==> src/rtl/comparator_pkg.sv <==
// Shared encodings for the serial magnitude comparator: FSM states and one-hot {e,g,l} results.
package comparator_pkg;

    typedef enum logic [1:0] {
        IDLE = 2'd0,
        RUN  = 2'd1,
        DONE = 2'd2
    } state_t;

    localparam logic [2:0] CMP_EQ = 3'b100;
    localparam logic [2:0] CMP_GT = 3'b010;
    localparam logic [2:0] CMP_LT = 3'b001;

endpackage

==> src/rtl/comparator_2bit_slice.sv <==
// Combinational 2-bit unsigned magnitude slice; exactly one of e/g/l is high.
module comparator_2bit_slice (
    input  logic [1:0] a,
    input  logic [1:0] b,
    output logic       e,
    output logic       g,
    output logic       l
);

    assign e = (a == b);
    assign g = (a > b);
    assign l = (a < b);

endmodule

==> src/rtl/comparator_serial_nbit.sv <==
// Serial N-bit comparator, two bits per cycle MSB first; result valid from the done pulse.
// COMPARE_EARLY_EXIT_EN: finish on the first differing slice instead of always running SLICES cycles.
module comparator_serial_nbit
    import comparator_pkg::*;
#(
    parameter int WIDTH = 8
) (
    input  logic             clk,
    input  logic             rst,
    input  logic             start,
    input  logic [WIDTH-1:0] a,
    input  logic [WIDTH-1:0] b,
    output logic             busy,
    output logic             done,
    output logic             e,
    output logic             g,
    output logic             l
);

    localparam int SLICES = WIDTH / 2;
    localparam int IDX_W  = (SLICES > 1) ? $clog2(SLICES) : 1;

    state_t           state;
    state_t           state_nxt;
    logic [WIDTH-1:0] a_q;
    logic [WIDTH-1:0] b_q;
    logic [IDX_W-1:0] idx;
    logic [2:0]       flags;
    logic [1:0]       slice_a;
    logic [1:0]       slice_b;
    logic             s_e;
    logic             s_g;
    logic             s_l;
    logic             accept;
    logic             finish;
    logic             decided;

    assign slice_a = 2'(a_q >> {idx, 1'b0});
    assign slice_b = 2'(b_q >> {idx, 1'b0});

    comparator_2bit_slice u_slice (
        .a (slice_a),
        .b (slice_b),
        .e (s_e),
        .g (s_g),
        .l (s_l)
    );

    assign accept = start && (state != RUN);

`ifdef COMPARE_EARLY_EXIT_EN
    assign decided = 1'b0;
    assign finish  = s_g || s_l || (idx == '0);
`else
    // Sticky: once a slice differs, later slices must not touch the flags.
    always_ff @(posedge clk or posedge rst) begin
        if (rst) begin
            decided <= 1'b0;
        end else if (accept) begin
            decided <= 1'b0;
        end else if (state == RUN && (s_g || s_l)) begin
            decided <= 1'b1;
        end
    end
    assign finish = (idx == '0);
`endif

    always_ff @(posedge clk or posedge rst) begin
        if (rst) begin
            state <= IDLE;
        end else begin
            state <= state_nxt;
        end
    end

    always_comb begin
        state_nxt = state;
        case (state)
            IDLE:    if (start) state_nxt = RUN;
            RUN:     if (finish) state_nxt = DONE;
            DONE:    state_nxt = start ? RUN : IDLE;
            default: state_nxt = IDLE;
        endcase
    end

    always_ff @(posedge clk or posedge rst) begin
        if (rst) begin
            a_q   <= '0;
            b_q   <= '0;
            idx   <= '0;
            flags <= '0;
        end else if (accept) begin
            a_q   <= a;
            b_q   <= b;
            idx   <= IDX_W'(SLICES - 1);
            flags <= '0;
        end else if (state == RUN) begin
            if (!decided && (s_g || s_l)) begin
                flags <= s_g ? CMP_GT : CMP_LT;
            end else if (!decided && s_e && idx == '0) begin
                flags <= CMP_EQ;
            end
            if (!finish) begin
                idx <= idx - 1'b1;
            end
        end
    end

    assign busy      = (state == RUN);
    assign done      = (state == DONE);
    assign {e, g, l} = flags;

endmodule
==> config.mk <==
export PLATFORM = sky130hd
export DESIGN_NAME = comparator_serial_nbit
export DESIGN_NICKNAME = d
export VERILOG_FILES = /design/src/rtl/comparator_pkg.sv /design/src/rtl/comparator_2bit_slice.sv /design/src/rtl/comparator_serial_nbit.sv
export SDC_FILE = /design/constraint.sdc
export NUM_CORES = 1
export LEC_CHECK = 0
export CAP_MARGIN = 5
export CORE_MARGIN = 5
export CORE_UTILIZATION = 46
export CTS_CLUSTER_DIAMETER = 200
export DETAILED_ROUTE_END_ITERATION = 10
export PLACE_DENSITY = 0.75
export REMOVE_ABC_BUFFERS = 1
export SKIP_LAST_GASP = 1
export SYNTH_ARGS = -nofsm -noshare
export SYNTH_HDL_FRONTEND = slang
export SYNTH_SLANG_ARGS = --single-unit
==> constraint.sdc <==
create_clock -name clk -period 2.7 [get_ports clk]
set_input_delay 0.27 -clock clk [delete_from_list [all_inputs] [get_ports clk]]
set_output_delay 0.27 -clock clk [all_outputs]
set_load 0.01 [all_outputs]
==> results.toml <==
[outcome]
status = "complete, no violations"

[place]
gp_congestion = 0.781
port_buffers = 23
dp_slack_ns = 0.628
dp.cells = 134
hpwl_mm = 1.51
dpl_cell_area_um2 = 1430

[synthesis]
synth_top_area_share_pct = 50.8
synth_xor_area_share_pct = 0.741
synth_top_family_by_area = "multiplexers"
synth_fa_ha_area_share_pct = 3.17
yosys.area_share.simple_pct = 6.98
synth_cells = 83
synth_mux_area_share_pct = 26.6
yosysTopAreaCell = "dfrtp_1"
synth.avg_cell_area_um2 = 14.2
synth.cell_area_um2 = 1180
synth.top_cells.by_area = "dfrtp_1, mux2_4, mux4_2"
ys_ff_latch = 24
synth.distinct_cells = 27
synth.yosys.warnings = 0
synth_compound_area_share_pct = 6.35
yosysSeqAreaShare_pct = 50.8

[final_layout]
stdcell_area_um2 = 1480
syn2layout_area_growth_pct = 25.0
antennaDiodeCount = 0
mostFrequentLayoutCell = "dfrtp_1"
nets = 131
layout_common_cells = "dfrtp_1, clkdlybuf4s50_1, mux2_4"
final_cells = 138
drive_above_1_share_pct = 27.8

[global_route]
first_global_vias = 722
grt-ovfl-total = 0
grt_start_max_net_pins = 25
antenna_found_initial = 0
met3_usage_pct = 2.55
grt_usage_pct = 12.8
grtUsageMet2_pct = 19.4
grt_use_met1_pct = 18.0
grt-busiest-layer = "met2"
grt_pass1_wl_mm = 3.44

[critical_path]
path_cells = "mux4_2 -> ha_1 -> nand2_1 -> o21bai_1 -> o21ai_0 -> mux2i_1"
cp-end-kind = "flop"
cp_slowest_cell = "mux4_2"
slowest_delay_ns = 0.54
crit_arrival_ns = 2.34
worstSetupPathType = "flop to flop"
crit_fanout = 5
crit_family = "multiplexers"
cp.required_ns = 2.94
worstSetupStartpointType = "flop"
crit_buf_inv = 0
r2r_slack_ns = 0.60

[clocking]
cts_buffer_depth = 2
post_cts_buffers = 0
cts_buffers = 3
cts_hold_buf = 0
cts-root-buf = "clkbuf_4"
cts_tree = "yes"
cts.sinks = 24
insertion_delay_ns = 0.31
postCtsResizedCells = 0
clk_pin_slew_worst_paths_ns = 0.13
htreeDepth = 1

[floorplanning]
rows = 18
dieArea_um2 = 3680
core_area_um2 = 2480
io-pin-count = 24
die_h_um = 60.7
fp.dieW_um = 60.7
initial_core_util_pct = 47.7

[power]
ir_drop_uv = 591
p_leak_uw = 0.000672
power_density_nw_per_um2 = 1230

[sta]
finalHoldViolations = 0
worst_slack_ns = 0.604
period_share_pct = 77.6
tightest_slew_ns = 0.890
slew_headroom_pct = 40.6
timing.hold.ws_ns = 0.428
fmax_mhz = 477
slew_viol_final = 0
fin_worst_skew_ns = 0.00842
period_minus_slack_ns = 2.10
grt_setup_unrepaired = "no"
finalSetupTns_ns = 0
finalSetupViolCount = 0

[route]
routed_wirelength_mm = 1.96
ant_nets = 0
first_pass_iters = 4
drc = 0
drt-initial-drc-count = 21
num_vias = 704
drt-wirelength-per-cell_um = 14.2
vias_per_cell = 5.10

[worst_hold_path]
hp-class = "primary input to async pin"

[job]
maxCapViolCount = 0
## per-stage QoR
stage	power [uW]	utilization [%]
floorplan	1360	-
global placement	1560	57.5
detailed placement	1590	57.5
CTS	1850	59.6
global route	1980	59.6
finish	1820	59.6
## per-layer routing
layer / wire length (um) / vias up
li1: - / 346
met1: 881 / 338
met2: 931 / 18
met3: 126 / 2
met4: 17 / 0
met5: 0 / -
## power by group
part / switching [uW] / internal, uW / total [uW]
Sequential: 132 / 538 / 671
Clock: 106 / 150 / 256
Combinational: 370 / 527 / 897
Total: 608 / 1220 / 1820
## worst paths after layout
check                                end  depth (start not counted)   start
worst min register to register    a_q[5]                          1  a_q[5]
worst max-delay path            flags[0]                          6  idx[0]
worst max register to register  flags[0]                          6  idx[0]
max in group asynchronous         b_q[0]                          2     rst
worst min-delay path            state[1]                          2     rst
min in group clk                  a_q[5]                          1  a_q[5]
## area by class of cell
type,instances,area (um^2)
fill,207,1000
clock inverter,1,30.0
multi-input combinational,48,518
clock buffer,3,22.5
timing repair buffer,23,230
inverter,9,38.8
tap,30,37.5
sequential,24,601
## Yosys cell counts
cell type,number
and2_2,1
nand2b_4,1
o21bai_1,1
inv_1,8
xnor2_1,1
nand2_1,5
o211ai_1,1
nor2_1,2
buf_12,1
a21o_1,1
mux4_2,4
o21ai_0,2
a21oi_1,2
a31o_2,1
dfrtp_1,24
a32o_1,1
mux2i_1,1
inv_6,1
ha_1,3
nor2_8,1
nand2b_1,1
buf_2,1
mux2_2,7
mux2_4,9
o22ai_1,1
a211oi_1,1
and2b_2,1
## state kept, by name, summed over array words and instances, names as in the netlist
name and cells:
idx 2, a_q 8, flags 3, decided 1
b_q 8, state 2
## cells by family after synthesis
| logic type | count (synthesis) |
|---|---|
| flops | 24 |
| simple gates | 12 |
| compound gates | 11 |
| fa+ha+maj | 3 |
| buf+inv | 11 |
| mux | 21 |
| xor+xnor | 1 |
Note: power is estimated with default switching activity, not from simulation.
